==> src/rtl/cpu_loader_pkg.sv <==
// Shared types and constants for the CPU program loader.
package cpu_loader_pkg;

  typedef enum logic [2:0] {
    IDLE,
    ADDR,
    CNT,
    LO,
    HI,
    CSUM,
    RELEASE
  } state_e;

  localparam logic [7:0] SYNC_BYTE_DEFAULT = 8'hA5;
  localparam int         INSTR_BYTES       = 2;

endpackage

==> src/rtl/cpu_program_loader.sv <==
// Parses SYNC/START/COUNT/payload[/CSUM] packets and writes LE words into CPU instruction memory.
// Optional trailing checksum byte is enabled by defining LOADER_CHECKSUM_EN.
module cpu_program_loader
  import cpu_loader_pkg::*;
#(
  parameter int         ADDR_W         = 8,
  parameter int         INSTR_W        = 8 * INSTR_BYTES,
  parameter logic [7:0] SYNC_BYTE      = SYNC_BYTE_DEFAULT,
  parameter int         RELEASE_CYCLES = 2
) (
  input  logic               clk,
  input  logic               reset_n,
  input  logic [7:0]         in_data,
  input  logic               in_valid,
  output logic               in_ready,
  output logic               cpu_hold,
  output logic [ADDR_W-1:0]  write_instruction_index,
  output logic [INSTR_W-1:0] write_instruction,
  output logic               instr_we,
  output logic               busy,
  output logic               done,
  output logic               error
);

  localparam int               REL_W   = (RELEASE_CYCLES < 2) ? 1 : $clog2(RELEASE_CYCLES + 1);
  localparam logic [REL_W-1:0] REL_MAX = REL_W'(RELEASE_CYCLES);

  state_e             state_q, state_d;
  logic [ADDR_W-1:0]  addr_q, addr_d;
  logic [ADDR_W-1:0]  widx_q, widx_d;
  logic [INSTR_W-1:0] instr_q, instr_d;
  logic [7:0]         lo_q, lo_d;
  logic [7:0]         cnt_q, cnt_d;
  logic [REL_W-1:0]   rel_q, rel_d;
  logic               we_q, we_d;
  logic               hold_q, hold_d;
  logic               done_q, done_d;
  logic               accept;
`ifdef LOADER_CHECKSUM_EN
  logic [7:0]         csum_q, csum_d;
  logic               err_q, err_d;
`endif

  assign in_ready = (state_q != RELEASE);
  assign accept   = in_valid & in_ready;

  always_comb begin
    state_d = state_q;
    addr_d  = addr_q;
    widx_d  = widx_q;
    instr_d = instr_q;
    lo_d    = lo_q;
    cnt_d   = cnt_q;
    we_d    = 1'b0;
    hold_d  = hold_q;
    done_d  = 1'b0;
    // Saturating count of cycles since the most recent word write
    rel_d   = (rel_q == REL_MAX) ? rel_q : rel_q + REL_W'(1);
`ifdef LOADER_CHECKSUM_EN
    csum_d  = csum_q;
    err_d   = err_q;
    if (accept && (state_q inside {ADDR, CNT, LO, HI})) csum_d = csum_q ^ in_data;
`endif
    case (state_q)
      IDLE: begin
        if (accept && in_data == SYNC_BYTE) begin
          state_d = ADDR;
`ifdef LOADER_CHECKSUM_EN
          csum_d  = 8'h00;
          err_d   = 1'b0;
`endif
        end
      end
      ADDR: begin
        if (accept) begin
          addr_d  = ADDR_W'(in_data);
          state_d = CNT;
        end
      end
      CNT: begin
        if (accept) begin
          cnt_d = in_data;
          if (in_data == 8'd0) begin
            done_d  = 1'b1;
            state_d = IDLE;
          end else begin
            state_d = LO;
          end
        end
      end
      LO: begin
        if (accept) begin
          lo_d    = in_data;
          state_d = HI;
        end
      end
      HI: begin
        if (accept) begin
          instr_d = INSTR_W'({in_data, lo_q});
          widx_d  = addr_q;
          addr_d  = addr_q + ADDR_W'(1);
          we_d    = 1'b1;
          hold_d  = 1'b1;
          rel_d   = '0;
          cnt_d   = cnt_q - 8'd1;
          if (cnt_q == 8'd1) begin
`ifdef LOADER_CHECKSUM_EN
            state_d = CSUM;
`else
            state_d = RELEASE;
`endif
          end else begin
            state_d = LO;
          end
        end
      end
`ifdef LOADER_CHECKSUM_EN
      CSUM: begin
        // A bad image keeps the CPU held so it never executes it
        if (accept) begin
          if (in_data == csum_q) begin
            err_d   = 1'b0;
            state_d = RELEASE;
          end else begin
            err_d   = 1'b1;
            state_d = IDLE;
          end
        end
      end
`endif
      RELEASE: begin
        if (rel_q == REL_MAX) begin
          hold_d  = 1'b0;
          done_d  = 1'b1;
          state_d = IDLE;
        end
      end
      default: state_d = IDLE;
    endcase
  end

  always_ff @(posedge clk or negedge reset_n) begin
    if (!reset_n) begin
      state_q <= IDLE;
      addr_q  <= '0;
      widx_q  <= '0;
      instr_q <= '0;
      lo_q    <= '0;
      cnt_q   <= '0;
      rel_q   <= '0;
      we_q    <= 1'b0;
      hold_q  <= 1'b0;
      done_q  <= 1'b0;
`ifdef LOADER_CHECKSUM_EN
      csum_q  <= '0;
      err_q   <= 1'b0;
`endif
    end else begin
      state_q <= state_d;
      addr_q  <= addr_d;
      widx_q  <= widx_d;
      instr_q <= instr_d;
      lo_q    <= lo_d;
      cnt_q   <= cnt_d;
      rel_q   <= rel_d;
      we_q    <= we_d;
      hold_q  <= hold_d;
      done_q  <= done_d;
`ifdef LOADER_CHECKSUM_EN
      csum_q  <= csum_d;
      err_q   <= err_d;
`endif
    end
  end

  assign write_instruction_index = widx_q;
  assign write_instruction       = instr_q;
  assign instr_we                = we_q;
  assign cpu_hold                = hold_q;
  assign done                    = done_q;
  assign busy                    = (state_q != IDLE);
`ifdef LOADER_CHECKSUM_EN
  assign error                   = err_q;
`else
  assign error                   = 1'b0;
`endif

endmodule
==> config.mk <==
export PLATFORM = sky130hd
export DESIGN_NAME = cpu_program_loader
export DESIGN_NICKNAME = d
export VERILOG_FILES = /design/src/rtl/cpu_loader_pkg.sv /design/src/rtl/cpu_program_loader.sv
export SDC_FILE = /design/constraint.sdc
export NUM_CORES = 1
export LEC_CHECK = 0
export ABC_AREA = 0
export CORE_MARGIN = 2
export CORE_UTILIZATION = 29
export DETAILED_ROUTE_END_ITERATION = 8
export SETUP_SLACK_MARGIN = 0.2
export SYNTH_ARGS = -nofsm -noshare
export SYNTH_HDL_FRONTEND = slang
export SYNTH_SLANG_ARGS = --single-unit
==> constraint.sdc <==
create_clock -name clk -period 1.6 [get_ports clk]
set_input_delay 0.16 -clock clk [delete_from_list [all_inputs] [get_ports clk]]
set_output_delay 0.16 -clock clk [all_outputs]
set_load 0.005 [all_outputs]
Word-level counts from Yosys, hierarchy flattened
Index checks and enable logic that the tools add are counted.

Word-level logic and storage cells: 68. Register bits after elaboration: 56. Bits of input ports: 11. Output and inout port bits: 30.

Bitwise operators: 1. Equality and inequality tests: 15. Add/sub/neg operators: 3. Reduce and logical (&&, ||, !) cells: 13. Mux-type cells: 26.

Operator list (number): $pmux 8 s2 (2); $mux 8 (3); $mux 3 (7); $pmux 3 s6 (1); $ne 2x2->1 const B (6); $reduce_and 3->1 (3); $add 8x1->8 const B (1); $eq 8x1->1 const B (1); $eq 8x8->1 const B (1); $logic_not 8->1 (1); $mux 2 (4); $sub 8x1->8 const B (1); $mux 1 (7); $eq 3x2->1 const B (2); $eq 3x3->1 const B (2); $reduce_and 6->1 (1); $reduce_bool 2->1 (3); $pmux 1 s2 (2); $reduce_and 2->1 (2); $eq 3x1->1 const B (1); $logic_not 3->1 (1); $ne 3x3->1 const B (1); $reduce_bool 3->1 (1); $add 2x1->2 const B (1); other kinds (3) (3).

Logic depth before layout (Yosys ltp)
Gate-level depths: netlist of run 1.

Depth in word-level cells: 5. Depth in mapped cells: 6. Depth with buffers taken out: 6.

Worst setup path before layout of run 1
OpenSTA, ideal clock, no wires.

Kind: flip-flop to flip-flop. From: register state_q[0]. To: register widx_q[3], in the netlist write_instruction_index[3]. Path buffers: 2. Period minus slack after synthesis: 1453 ps. Setup slack: 147 ps. Stages on the path, launching flop included: 6. Data required time: 1472 ps. Setup time: 128 ps. Arrival time: 1325 ps. Cell sequence: dfrtp_1 buf_4 nor3b_4 nand2_2 buf_2 mux2_1.

Cells in the longest elaborated chain, start to end: 3. Elaborated cells between the ends (all ways): 4. Classes of those cells: eq/ne (2); bitwise (1); reduce/logical (1).

RTL lines: start, declared (line cpu_program_loader.sv:28) `state_e state_q, state_d;`; start signal, assigned (line cpu_program_loader.sv:159) `state_q <= state_d;`; $ne 3x3->1 (line cpu_program_loader.sv:44) `assign in_ready = (state_q != RELEASE);`; $and 1x1->1 (line cpu_program_loader.sv:45) `assign accept = in_valid & in_ready;`; $reduce_and 2->1 (no line) *; end signal, assigned (line cpu_program_loader.sv:161) `widx_q <= widx_d;`; end, declared (line cpu_program_loader.sv:30) `logic [ADDR_W-1:0] widx_q, widx_d;`.

Every way passes the cells marked *; elsewhere a longest branch is shown, timed or not. A chain may end at the register's enable or synchronous reset.

Final worst setup path of run 1
From: register state_q[2]. To: register widx_q[7], in the netlist write_instruction_index[7].

The elaborated chain is that of the path after synthesis.

==> results of run 1 <==
[cell usage after synthesis (4+ instances only)]
| library cell | count |
|---|---|
| nand2_1 | 14 |
| ha_1 | 5 |
| and2_1 | 5 |
| nor2_1 | 16 |
| nor4_1 | 4 |
| o22a_1 | 5 |
| a21oi_1 | 14 |
| nor2b_1 | 4 |
| nand2b_1 | 5 |
| inv_1 | 5 |
| buf_2 | 6 |
| o21ai_0 | 10 |
| mux2_2 | 33 |
| dfrtp_1 | 56 |
[sequential cells by signal, indices dropped and copies added, names as in the netlist, 2 cells and up]
signal / cells
cnt_q: 8
addr_q: 8
state_q: 3
write_instruction: 16
lo_q: 8
rel_q: 2
write_instruction_index: 8
[worst paths after layout]
check | from | endpoint | cells past startpoint
max | state_q[2] | write_instruction_index[7] | 5
min | reset_n | instr_we | 3
max reg2reg | state_q[2] | write_instruction_index[7] | 5
min reg2reg | write_instruction_index[6] | write_instruction_index[6] | 1
max in group asynchronous | reset_n | state_q[0] | 3
min in group clk | in_valid | state_q[1] | 3
[what timing repair did]
| item | in CTS | in global routing |
|---|---|---|
| hold buffers | 1 | 0 |
| hold endpoints to repair | 56 | 0 |
| setup endpoints to repair | 37 | 58 |
| resized for setup | 38 | 30 |
| pin swaps | 6 | 6 |
| cloned | 3 | 0 |
| setup buffers | 8 | 3 |
[routing by layer]
metal | up-vias | part of all wire | GRT usage
met1 | 1061 | 0.48 | 0.197
met5 | - | 0 | 0
li1 | 1009 | - | -
met3 | 6 | 0.037 | 0.0270
met4 | 0 | 0.010 | 0.0411
met2 | 42 | 0.47 | 0.217
[worst min-delay path, cell delays in order]
cell           delay, ns
dlygate4sd3_1       0.52
buf_2               0.12
buf_12              0.28
[layout make-up]
cell class,count,area (sq um)
Multi-Input combinational cell,167,1410
Fill cell,846,5280
Clock inverter,2,13.8
Sequential cell,56,1410
Timing Repair Buffer,83,812
Inverter,6,23.8
Tap cell,111,139
Clock buffer,6,72.6
[power by group through the flow]
stage	registers [uW]	clock network, uW	logic (uW)
after floorplan	2460	0	1590
after global placement	2560	0	2660
after detailed placement	2580	0	2720
after CTS	2540	809	3130
after global routing	2660	868	3700
final	2570	792	3390
[cell usage in the layout (no fill, tap or decap), drive strengths merged, types with 2 or more instances in the layout]
cell / n
a21oi: 15
dfrtp: 56
a22oi: 2
clkdlybuf4s50: 34
o31ai: 2
nor2: 17
o2bb2ai: 3
a31oi: 3
inv: 6
nand2b: 5
nand4: 2
and2: 5
nand3b: 2
o22a: 5
nor4: 4
mux2: 34
o21ai: 13
nor2b: 4
nor3b: 2
xor2: 2
and3: 3
ha: 5
o21bai: 3
nand2: 16
nand3: 2
clkbuf: 6
nor3: 2
buf: 45
or3b: 3
clkinv: 2
[cells by family (layout without fill, tap and decap cells)]
group / after synthesis / count (layout) / synth area share
xor+xnor: 2 / 2 / 0.00644
buf+inv: 20 / 97 / 0.0400
flops: 56 / 56 / 0.515
compound gates: 53 / 53 / 0.126
mux: 35 / 35 / 0.144
other cells: 1 / 1 / 0.00138
simple gates: 69 / 71 / 0.143
fa+ha+maj: 5 / 5 / 0.0230
[through the flow]
| stage | setup slack, ns | hold WS (ns) | area, sq um |
|---|---|---|---|
| after floorplan | 0.163 | -0.136 | 2750 |
| after global placement | -0.0769 | 0.187 | 3450 |
| after detailed placement | -0.127 | 0.184 | 3450 |
| after CTS | 0.0450 | 0.392 | 3740 |
| after global routing | -0.0115 | 0.401 | 3880 |
| final | 0.0434 | 0.374 | 3880 |
==> impl_metrics.json, run 1 <==
{
  "port_buffers": 39,
  "area_growth_syn_to_layout_pct": 42.4,
  "slowest_delay_ns": 0.46,
  "pin_count": 41,
  "root_buffer": "clkbuf_8",
  "crit_path_max_fanout": 17,
  "pwr-share-comb": 0.502,
  "cellLeakagePower_uw": 0.00177,
  "ant_nets": 0,
  "rows": 35,
  "required_ns": 1.80,
  "synthFlopType": "dfrtp_1",
  "netlist_area_sq_um": 2720,
  "yosysTopAreaCell": "dfrtp_1",
  "syn_inst": 241,
  "via_per_inst": 4.91,
  "hold_path_class": "in -> async",
  "dieArea_sq_um": 10200,
  "final_util": 0.424,
  "crit_slowest_cell": "dfrtp_2",
  "ir_drop_v": 0.000716,
  "arrival_ns": 1.76,
  "synth_warnings": 0,
  "cts_tree": "done",
  "clock-skew-final_ns": 0.00965,
  "overflow": 0,
  "antenna_found_initial": 0,
  "initial_core_util": 0.297,
  "async_reset_ff_frac": 1.00,
  "switching_share": 0.339,
  "clockBufferDepth": 2,
  "crit_type": "reg -> reg",
  "finalPower_uw": 6750,
  "htree_levels": 2,
  "clock_latency_ns": 0.31,
  "dpl.cell_count": 408,
  "dp_hpwl_microns": 4490,
  "max_cap_viol_count": 0,
  "crit_chain": "buf_4, nor3b_4, nand2_2, buf_12, mux2_2",
  "synth_edf_count": 0,
  "fin_crit_ns": 1.56,
  "cellPowerDensity_nw_per_um2": 1740,
  "setup-violations-final": 0,
  "synth.avg_cell_area_sq_um": 11.3,
  "grt_usage": 0.139,
  "tns_ns": 0,
  "pwr-share-seq": 0.380,
  "status": "finished, final reports clean",
  "ys_ff_latch": 56,
  "die_y_microns": 101,
  "path_clk_slew_ns": 0.11,
  "cts_sinks": 56,
  "synthTopCellsByArea": "dfrtp_1 51%, mux2_2 14%, a21oi_1 2.6%, ha_1 2.3%, nor2_1 2.2%",
  "endpoint_kind": "register",
  "grt_max_degree": 57,
  "finalHoldViolations": 0,
  "p_clk_frac": 0.117,
  "path_buf_inv": 2,
  "initialDrtViolationCount": 163,
  "gp_congestion": 0.891,
  "num_antenna_cells": 0,
  "vias": 2118,
  "internal_power_uw": 4460,
  "drive_gt1_frac": 0.378,
  "rsz0062_at_grt": "yes",
  "grt_pass1_vias": 2120,
  "grt_pass1_wl_microns": 11100,
  "cts-buffers-inserted": 5,
  "core_area_sq_um": 9150,
  "r2r_setup_slack_ns": 0.04,
  "stdcell_count": 431,
  "drv_slew": 0,
  "start_kind": "register",
  "switchingPower_uw": 2290,
  "post_drt_wl_per_cell_microns": 15.6,
  "fmax_mhz": 642,
  "syn_nets": 257,
  "fin_crit_sh": 0.973,
  "synth_cell_type_count": 51,
  "drt_pass1_iterations": 4,
  "cp_top_family": "flip-flops",
  "ys_seq_area_frac": 0.515,
  "wl_microns": 6730,
  "layout.nets": 335,
  "synth_top_area_share": 0.515,
  "drcViolationCount": 0,
  "dieWidth_microns": 101
}
Power figures use the tool's default switching activity.
==> run 2: changes to the inputs <==
--- a/config.mk
+++ b/config.mk
@@ -10,6 +10,7 @@
 export CORE_UTILIZATION = 29
 export DETAILED_ROUTE_END_ITERATION = 8
 export SETUP_SLACK_MARGIN = 0.2
+export SLEW_MARGIN = 30
 export SYNTH_ARGS = -nofsm -noshare
 export SYNTH_HDL_FRONTEND = slang
 export SYNTH_SLANG_ARGS = --single-unit
==> results of run 2 <==
Final layout, timing and power as in run 1 (identical DEF).
==> patch: new RTL, settings of run 2 <==
Change the package constant `INSTR_BYTES` from 2 to 1.
--- a/src/rtl/cpu_loader_pkg.sv
+++ b/src/rtl/cpu_loader_pkg.sv
@@ -12,7 +12,7 @@
   } state_e;
 
   localparam logic [7:0] SYNC_BYTE_DEFAULT = 8'hA5;
-  localparam int         INSTR_BYTES       = 2;
+  localparam int         INSTR_BYTES       = 1;
 
 endpackage
 
Ports: changed (resized write_instruction); port bits go from 41 to 33. The function was not compared with the original's and may differ.
==> patch against run 2 <==
- clock power grew 14%
- setup slack lost 0.036 ns
- power grew 3.3%
- final area grew 0.42%
- combinational power grew 13%
- routed wire length grew 3.9%
- synthesized area shrank 11%
- sequential share of layout area shrank 5.3 points
- die area shrank 10%
- critical path depth grew 1
- sequential power shrank 13%
- sequential cell count shrank 8
- critical path type unchanged
==> patch: results (changes against run 2) <==
run status: complete, no violations
clock group share of total power: 12.9% (+1.2 points)
DRC marker count from the first detailed-route iteration: 94 (-42%)
clock tree root driver cell: sky130_fd_sc_hd__clkbuf_8
adder-cell share of the synthesized area: 2.580% (+0.28 points)
path depth of the worst reg2reg path: 6 (+1)
top post-synthesis cells by area: sky130_fd_sc_hd__dfrtp_1, sky130_fd_sc_hd__mux2_2, sky130_fd_sc_hd__a21oi_1
source of the worst register-to-register timing path: state_q[1]
Setup Crit Path Kind: flip-flop to flip-flop
remaining antenna violation count: 0 (unchanged)
worst hold path class: input pin to async pin
portion of netlist area occupied by mux cells: 11.61% (-2.8 points)
setup skew after layout: 0.003412 ns (-0.006240 ns)
clk tree area frac: 2.861% (+0.63 points)
wire length of the first global-routing pass: 11120 µm (+0.24%)
Synth Area in Compound Gates: 15.63% (+3.0 points)
share of flip-flops with an asynchronous set or reset after synthesis: 100.0% (unchanged)
clock-pin slew on the worst setup and hold paths: 0.09 ns (-0.02 ns)
final worst hold slack: 0.3622 ns (-0.01218 ns)
share of final-layout standard cells stronger than drive strength 1: 49.22% (+11 points)
wire length after detailed routing: 6989 µm (+3.9%)
multi-input gates: 162 (-3.0%)
cell class contributing the biggest share of worst-path delay: flip-flops
PortBufs: 31 (-21%)
Overall Global Routing Usage: 15.72% (+1.8 points)
fraction of power spent switching nets: 36.16% (+2.3 points)
GP Congestion: 0.8633 (-3.1%)
r2r setup slk: 0.007 ns (-0.04 ns)
Post-Place Cells: 392 (-3.9%)
xor/xnor share of the synthesized area: 0.7224% (+0.079 points)
RR Endpoint: write_instruction[6]
maximum vdd ir drop: 0.0008259 V (+15%)
final HPWL from detailed placement: 4299 µm (-4.4%)
multi-input gate share of the layout cell area: 37.06% (+0.68 points)
number of flip-flops and latches: 48 (-14%)
LEAKAGE: 0.001708 µW (-3.3%)
FF+latch area: 0.001204 mm² (-14%)
sequential portion of the cell area: 30.92% (-5.3 points)
ranking of synthesized cells by instance count: sky130_fd_sc_hd__dfrtp_1, sky130_fd_sc_hd__mux2_2, sky130_fd_sc_hd__a21oi_1, sky130_fd_sc_hd__o21ai_0, sky130_fd_sc_hd__nand2_1
placement-stage cell area: 0.003115 mm² (-9.6%)
antenna violations before repair: 0 (unchanged)
Layout Nets: 336 (+0.30%)
final worst-path cycle share: 99.54% (+2.3 points)
crit path max-delay cell type: sky130_fd_sc_hd__dfrtp_2
total power draw: 6972 µW (+3.3%)
detail-routed net length per standard cell: 16.41 µm (+5.1%)
Distinct cells, synth: 49 (-3.9%)
portion of the layout cell area used by non-clock buffers: 25.20% (+4.3 points)
post-placement setup slack: -0.1634 ns (-0.03680 ns)
fill count: 718 (-15%)
total vias in the final route: 2160 (+2.0%)
part of the power in registers: 32.1% (-5.9 points)
critical-path maximum fanout: 6 (-11)
net count after synthesis: 247 (-3.9%)
Non-CTS buffers: 97 (+17%)
sequential fraction of the synthesis area: 49.54% (-2.0 points)
largest net degree at the start of global routing: 49 (-14%)
clock tree buffer count of the final layout: 5 (-1)
number of cells produced by synthesis: 231 (-4.1%)
patch: cell types whose count changed after synthesis, moves of 4 or more:
cell,run 2,this run
sky130_fd_sc_hd__o22a_1,5,0
sky130_fd_sc_hd__nor2_1,16,12
sky130_fd_sc_hd__o21ai_0,10,16
sky130_fd_sc_hd__dfrtp_1,56,48
sky130_fd_sc_hd__nand3_1,2,6
sky130_fd_sc_hd__mux2_2,33,25
patch: layer usage:
metal / vias up / GRT usage [%] / share of wire (%)
met5: - / 0 / 0
met4: 0 / 4.881 / 0.83
met3: 5 / 2.767 / 4.4
met2: 57 / 25.35 / 50
met1: 1085 / 21.53 / 45
li1: 1013 / - / -
patch: kinds of logic (layout without fill, tap and decap cells):
kind of cell	count (synthesis)	in the layout
AND/OR/NAND/NOR	68	68
multiplexers	25	25
buffers and inverters	21	111
AO/OA/AOI/OAI	61	61
flip-flops	48	48
other	1	1
XOR/XNOR	2	2
adder cells (fa/ha/maj)	5	5
patch: timing repair:
action | in CTS | in global routing
hold endpoints to repair | 48 | 0
gates resized for setup | 59 | 62
endpoints found under the setup margin | 46 | 48
setup buffers | 17 | 6
pin swaps | 15 | 13
hold buffers | 1 | 0
gates cloned | 1 | 1
patch: worst register-to-register path, stage by stage (launching register included):
cell	delay, ns
sky130_fd_sc_hd__dfrtp_2	0.45
sky130_fd_sc_hd__buf_6	0.13
sky130_fd_sc_hd__nor3b_4	0.23
sky130_fd_sc_hd__nand2_4	0.11
sky130_fd_sc_hd__buf_12	0.16
sky130_fd_sc_hd__buf_12	0.13
sky130_fd_sc_hd__mux2_2	0.27
